## src/rtl/servant_tick_sched.sv

```systemverilog
// servant_tick_sched: drift-free periodic tick driven from the servant timer over Wishbone
module servant_tick_sched #(
    parameter int CMP_WIDTH = 16,
    parameter int CNT_WIDTH = 16
) (
    input  logic                 i_clk,
    input  logic                 i_rst,
    input  logic                 i_en,
    input  logic [CMP_WIDTH-1:0] i_period,
    output logic                 o_wb_cyc,
    output logic                 o_wb_we,
    output logic [31:0]          o_wb_dat,
    input  logic [31:0]          i_wb_dat,
    input  logic                 i_wb_ack,
    input  logic                 i_irq,
    output logic                 o_tick,
    output logic [CNT_WIDTH-1:0] o_tick_cnt,
    output logic [CNT_WIDTH-1:0] o_missed
);
    localparam logic [2:0] IDLE = 3'd0, RD = 3'd1, WR = 3'd2, SETTLE = 3'd3, WAIT = 3'd4;
    logic [2:0]           state;
    logic [CMP_WIDTH-1:0] period, last_cmp, now, late, nxt;
    logic                 first, settle, late_miss, unused;
    assign now       = i_wb_dat[CMP_WIDTH-1:0];
    assign unused    = ^i_wb_dat[31:CMP_WIDTH];
    assign late      = now - last_cmp;
    assign late_miss = !first && late >= period;
    // On time: stay on the original grid; late or first arm: restart from now
    assign nxt       = (first || late_miss) ? now + period : last_cmp + period;
    always_ff @(posedge i_clk) begin
        if (i_rst) begin
            state      <= IDLE;
            o_wb_cyc   <= 1'b0;
            o_wb_we    <= 1'b0;
            o_wb_dat   <= '0;
            o_tick     <= 1'b0;
            o_tick_cnt <= '0;
            o_missed   <= '0;
            period     <= '0;
            last_cmp   <= '0;
            first      <= 1'b1;
            settle     <= 1'b0;
        end else begin
            o_tick <= 1'b0;
            case (state)
                IDLE: if (i_en && i_period != '0) begin
                    state    <= RD;
                    period   <= i_period;
                    first    <= 1'b1;
                    o_wb_cyc <= 1'b1;
                    o_wb_we  <= 1'b0;
                end
                RD: if (i_wb_ack) begin
                    o_wb_dat <= 32'(nxt);
                    o_missed <= o_missed + CNT_WIDTH'(late_miss && !(&o_missed));
                    o_wb_cyc <= i_en;
                    o_wb_we  <= i_en;
                    state    <= i_en ? WR : IDLE;
                end
                WR: if (i_wb_ack) begin
                    last_cmp <= o_wb_dat[CMP_WIDTH-1:0];
                    first    <= 1'b0;
                    o_wb_cyc <= 1'b0;
                    o_wb_we  <= 1'b0;
                    settle   <= 1'b0;
                    state    <= i_en ? SETTLE : IDLE;
                end
                // The timer's registered compare still reflects the old mtimecmp here
                SETTLE: begin
                    settle <= 1'b1;
                    if (settle) state <= WAIT;
                end
                WAIT: if (!i_en) state <= IDLE;
                else if (i_irq) begin
                    o_tick     <= 1'b1;
                    o_tick_cnt <= o_tick_cnt + CNT_WIDTH'(1);
                    o_wb_cyc   <= 1'b1;
                    o_wb_we    <= 1'b0;
                    state      <= RD;
                end
                default: state <= IDLE;
            endcase
        end
    end
endmodule

```

## config.mk

```make
export PLATFORM = sky130hd
export DESIGN_NAME = servant_tick_sched
export DESIGN_NICKNAME = d
export VERILOG_FILES = /design/src/rtl/servant_tick_sched.sv
export SDC_FILE = /design/constraint.sdc
export NUM_CORES = 1
export LEC_CHECK = 0
export BUFFER_PORTS_ARGS = -buffer_cell sky130_fd_sc_hd__buf_2
export CORE_MARGIN = 2
export CORE_UTILIZATION = 35
export CTS_CLUSTER_SIZE = 14
export DETAILED_ROUTE_END_ITERATION = 12
export HOLD_SLACK_MARGIN = 0.08
export MAX_ROUTING_LAYER = met4
export PLACE_DENSITY = 0.65
export SLEW_MARGIN = 20
export SYNTH_ARGS = -nofsm -noshare
export SYNTH_HDL_FRONTEND = slang
export SYNTH_SLANG_ARGS = --single-unit
```

## constraint.sdc

```tcl
create_clock -name i_clk -period 18.2 [get_ports i_clk]
set_input_delay 1.82 -clock i_clk [delete_from_list [all_inputs] [get_ports i_clk]]
set_output_delay 1.82 -clock i_clk [all_outputs]
set_load 0.005 [all_outputs]
```

# After elaboration in Yosys (flattened, before gate mapping)

Cells that the tools add are included.

Flip-flop bits (word level): 88
Logic and storage cells: 74

Equality and inequality tests: 11
Order comparisons: 1
Mux-type cells: 23
Add/sub/neg operators: 5
Reductions and logical operators: 21
Bitwise logic cells: 2

Operators with widths:

| kind                                                                  | count |
|---|---|
| 16-bit adder                                                          | 2 |
| 3-bit two-way mux                                                     | 6 |
| 16-bit by 1-bit adder with 16-bit output                              | 1 |
| 16-bit by 1-bit adder with 16-bit output, second input constant       | 1 |
| 16-bit greater-or-equal comparator                                    | 1 |
| 16-bit two-way mux                                                    | 1 |
| 16-bit AND reduction                                                  | 1 |
| 16-bit nonzero test                                                   | 1 |
| 16-bit subtractor                                                     | 1 |
| 3-bit one-hot mux with 5 select lines                                 | 1 |
| 2-bit inequality test, second input constant                          | 6 |
| 1-bit two-way mux                                                     | 9 |
| 1-bit one-hot mux with 4 select lines                                 | 2 |
| 2-bit AND reduction                                                   | 4 |
| 3-bit by 2-bit equality test with 1-bit output, second input constant | 2 |
| 3-bit AND reduction                                                   | 2 |
| 6-bit AND reduction                                                   | 1 |
| 5-bit AND reduction                                                   | 1 |
| 2-bit two-way mux                                                     | 2 |
| 1-bit one-hot mux with 2 select lines                                 | 2 |
| 2-bit nonzero test                                                    | 2 |
| 4-bit nonzero test                                                    | 1 |
| 3-bit by 1-bit equality test with 1-bit output, second input constant | 1 |
| 3-bit equality test, second input constant                            | 1 |
| 7 further kinds                                                       | 11 |

# Depth between registers and ports, before layout

Depth after elaboration: 5
Mapped depth: 29

# Worst setup path before layout

OpenSTA, ideal clock, no wires.

Kind: input to register
Start point: input i_wb_dat[0]
End point: register o_wb_dat[14]
Setup time: 0.089 ns
Setup slack: 10.956 ns
Cell stages on the path: 27
Data required time: 18.111 ns
Arrival: 7.155 ns
Cells stage by stage: inv_1 > ha_1 > fa_1 > nor2b_1 > o21ai_0 > nand2b_1 > a2111oi_0 > o21ai_0 > a31oi_1 > a211oi_1 > xor2_1 > ha_1 > nand4_1 > or4_4 > o2111ai_2 > buf_4 > mux2_2 > ha_1 > fa_1 > a21oi_1 > o21ai_0 > a21oi_1 > o21ai_0 > a211oi_1 > a21oi_1 > xnor2_1 > o31ai_1

Cells in the longest elaborated chain, start to end: 5
Elaborated cells on any way between the ends: 6
Those cells by class: 2 x add/sub; 1 x order compare; 1 x mux; 2 x reduce/logical

RTL lines:

| item                               | line | RTL |
|---|---|---|
| start, declared                    | 13   | `input logic [31:0] i_wb_dat,` |
| 16-bit subtractor                  | 26   | `assign late = now - last_cmp;` |
| 16-bit greater-or-equal comparator | 27   | `assign late_miss = !first && late >= period;` |
| 1-bit logical AND                  | 27   |  |
| 1-bit logical OR                   | 29   | `assign nxt = (first \|\| late_miss) ? now + period : last_cmp + period;` |
| 16-bit two-way mux *               | 29   |  |
| end signal, assigned               | 54   | `o_wb_dat <= 32'(nxt);` |
| end, declared                      | 12   | `output logic [31:0] o_wb_dat,` |

Every way passes the cells marked *; elsewhere a longest branch is shown, timed or not.
A chain may end at the register's enable or synchronous reset.

# Worst setup path in the final report

Ends and elaborated chain as after synthesis.

==> results.py <==
metrics = {
    "outcome": {
        "outcome": "complete, no violations",
    },
    "die": {
        "die-height_um": 129,
        "row_count": 45,
        "die_w_um": 129,
        "core_sq_um": 15300,
        "dieArea_sq_um": 16700,
        "start_util": 0.360,
        "io_pins": 120,
    },
    "clock_tree": {
        "htree_levels": 3,
        "cts_tree": "yes",
        "ctsResizeCount": 0,
        "numCtsBuffers": 9,
        "cts_hold_buf": 0,
        "clock_tree.root_cell": "clkbuf_16",
        "cts.clk_slew.worst_paths_ns": 0.06,
        "post-cts-setup-buffers": 0,
        "cts_buffer_depth": 2,
        "clkLatencyLatePin_ns": 0.34,
        "cts_sinks": 88,
    },
    "global_route": {
        "antenna_found_initial": 0,
        "grt_max_degree": 90,
        "grt_use_total": 0.160,
        "gr-total-overflow": 0,
        "grt_pass1_wl_mm": 20.9,
        "grt_pass1_vias": 4387,
    },
    "detailed_routing": {
        "route.vias.total": 4742,
        "detail-route-antenna-nets": 0,
        "met2WireLength_mm": 5.51,
        "dr_wl_met3_um": 717,
        "drc": 0,
        "firstDrtPassIters": 4,
        "highest_layer": "met4",
        "via_per_inst": 4.77,
        "wl_per_cell_um": 12.8,
        "met1Wirelength_mm": 6.39,
        "routed_wl_mm": 12.8,
        "drtIter0Drc": 268,
    },
    "power": {
        "max-vdd-ir-drop_mv": 0.0421,
        "p_sw_frac": 0.279,
        "seq_power_share": 0.445,
        "p_sw_mw": 0.128,
        "p_comb_frac": 0.178,
        "powerDensity_nw_per_um2": 72.3,
        "internal-power_mw": 0.330,
        "p_clk_frac": 0.377,
        "leakage_nw": 2.76,
    },
    "synthesis": {
        "synth_area_sq_um": 5490,
        "yosysSeqAreaShare": 0.321,
        "synth_area_per_cell_sq_um": 7.82,
        "synth.area.top_cells": "dfxtp_1, ha_1, nand2_1",
        "synth_seq_cells": 88,
        "synth-main-ff-cell": "dfxtp_1",
        "synthArstFlopShare": 0,
        "synth_top_area_cell": "dfxtp_1",
        "synth.distinct_cells": 52,
        "syn_inst": 702,
        "yosysWarnings": 0,
        "synth_edf_count": 0,
        "synth_top_area_share": 0.321,
    },
    "final_layout": {
        "utilization": 0.415,
        "area_growth_pct": 15.3,
        "insertedDiodeCount": 0,
        "nets": 883,
        "drive_gt1_frac": 0.147,
    },
    "critical_path": {
        "crit_fanout": 30,
        "r2r_slack_ns": 11.39,
        "reg2reg_from": "last_cmp[0]",
        "worstSetupEndpointType": "flop",
        "ff2ff_path_depth": 26,
        "cp.depth": 28,
        "critPathTopFamily": "compound AO/OA/AOI/OAI gates",
        "slowest_stage": "or4_4",
        "cpMostUsedCell": "o21ai_0",
        "cp.required_ns": 18.45,
        "cpPeakStageDelay_ns": 0.58,
        "critPathKind": "input pin to flop",
        "startpoint_type": "input pin",
        "worstPathArrival_ns": 8.31,
        "crit_buf_inv": 3,
        "rr_endpoint": "o_wb_dat[14]",
    },
    "placed_design": {
        "dp_hpwl_mm": 9.69,
        "gp_congestion": 0.853,
        "io_buffers": 87,
    },
    "sta": {
        "hold_viol": 0,
        "max_freq_mhz": 124,
        "slew_headroom": 0.379,
        "setup-violations-final": 0,
        "rsz0062_at_grt": "no",
        "finalCriticalPeriod_ns": 8.06,
        "tns_ns": 0,
        "worstMarginPinSlew_ns": 0.931,
        "finalCritPeriodShare": 0.443,
        "fin_skew_ns": 0.00878,
        "final_max_slew_viol_count": 0,
    },
    "worst_hold_path": {
        "holdPathStages": 2,
        "min_to": "last_cmp[4]",
        "hp-start": "last_cmp[4]",
        "hold_class": "flop to flop",
    },
    "run": {
        "cap_viol_max_count": 0,
    },
}
[per-layer routing]
layer / global-route usage / vias up
met4: 0.0307 / 0
li1: - / 2528
met3: 0.0467 / 12
met5: - / -
met2: 0.245 / 111
met1: 0.212 / 2091
[final cells by class]
cell class | instances | area [sq um]
clock buffer | 12 | 246
clock inverter | 4 | 28.8
fill | 1593 | 8930
inverter | 43 | 161
multi-input combinational | 546 | 3400
sequential | 88 | 1760
tap | 211 | 264
timing repair buffer | 91 | 465
[worst register-to-register path: cells and delay by family, from the launching register on]
| kind | cells | cell delay [ns] |
|---|---|---|
| AO/OA/AOI/OAI | 13 | 3.12 |
| adder cells (fa/ha/maj) | 5 | 1.37 |
| AND/OR/NAND/NOR | 4 | 0.90 |
| multiplexers | 1 | 0.37 |
| flip-flops | 1 | 0.36 |
| XOR/XNOR | 2 | 0.31 |
| buffers and inverters | 1 | 0.29 |
[Yosys cell counts, types with 18 or more instances]
master	count
ha_1	49
nand2_1	110
a21oi_1	65
buf_4	18
nor2_1	67
o21ai_0	38
inv_1	43
dfxtp_1	88
xnor2_1	19
xor2_1	29
nand3_1	18
mux2i_1	19
[metrics by stage]
| stage | setup slack, ns | hold WS (ns) | instance area [sq um] | power (mW) | instances |
|---|---|---|---|---|---|
| 6_report | 10.14 | 0.453 | 6330 | 0.458 | 995 |
| 5_1_grt | 9.45 | 0.470 | 6330 | 0.483 | 995 |
| 4_1_cts | 10.25 | 0.456 | 6330 | 0.464 | 995 |
| 3_5_place_dp | 9.89 | 0.447 | 6050 | 0.289 | 979 |
| 3_3_place_gp | 9.92 | 0.442 | 6050 | 0.288 | 979 |
| 2_1_floorplan | 10.96 | 0.436 | 5550 | 0.269 | 717 |
[cells by family after synthesis]
family / after synthesis / synth area share
DFF: 88 / 0.321
buffers and inverters: 83 / 0.0702
muxes: 20 / 0.0367
AOI/OAI and AO/OA: 154 / 0.166
other: 1 / 0.000683
xor gates and xnor gates: 48 / 0.0766
adders and majority gates: 51 / 0.119
and+or+nand+nor: 257 / 0.210
[cells in the final DEF, fill, tap and decap left out, types with 5 or more instances in the layout]
master / n
nor2_1: 66
and3_1: 8
xor2_1: 29
mux2i_1: 19
nor4_1: 5
inv_1: 43
conb_1: 16
buf_2: 87
o21ai_0: 38
o21a_1: 6
nand4_1: 11
xnor2_1: 19
nand3_1: 18
clkbuf_16: 9
or3_1: 7
o21bai_1: 5
a31oi_1: 6
a211oi_1: 6
dfxtp_1: 88
a21o_1: 10
nor3_1: 8
nor2b_1: 7
ha_1: 49
a21oi_1: 65
nand2_1: 110
[power groups by stage]
stage	combinational, mW	sequential (mW)	clock, mW
floorplan	0.0630	0.206	0
global placement	0.0804	0.208	0
detailed placement	0.0809	0.208	0
CTS	0.0815	0.204	0.179
global route	0.0927	0.204	0.186
finish	0.0814	0.204	0.173
[worst max path at each step]
stage	start	to	slack [ns]
2_1_floorplan	i_wb_dat[0]	o_wb_dat[14]	10.96
6_report	i_wb_dat[0]	o_wb_dat[14]	10.14
3_5_place_dp	i_wb_dat[0]	o_wb_dat[14]	9.89
3_3_place_gp	i_wb_dat[0]	o_wb_dat[14]	9.92
5_1_grt	i_wb_dat[0]	o_wb_dat[14]	9.45
4_1_cts	i_wb_dat[0]	o_wb_dat[14]	10.25
[flip-flops by register name, summed over array words and instances (netlist names), 3 cells and up]
name,cells
state,3
o_missed,16
o_wb_dat,16
o_tick_cnt,16
last_cmp,16
period,16
No activity file was read; power rests on OpenSTA's default activity.
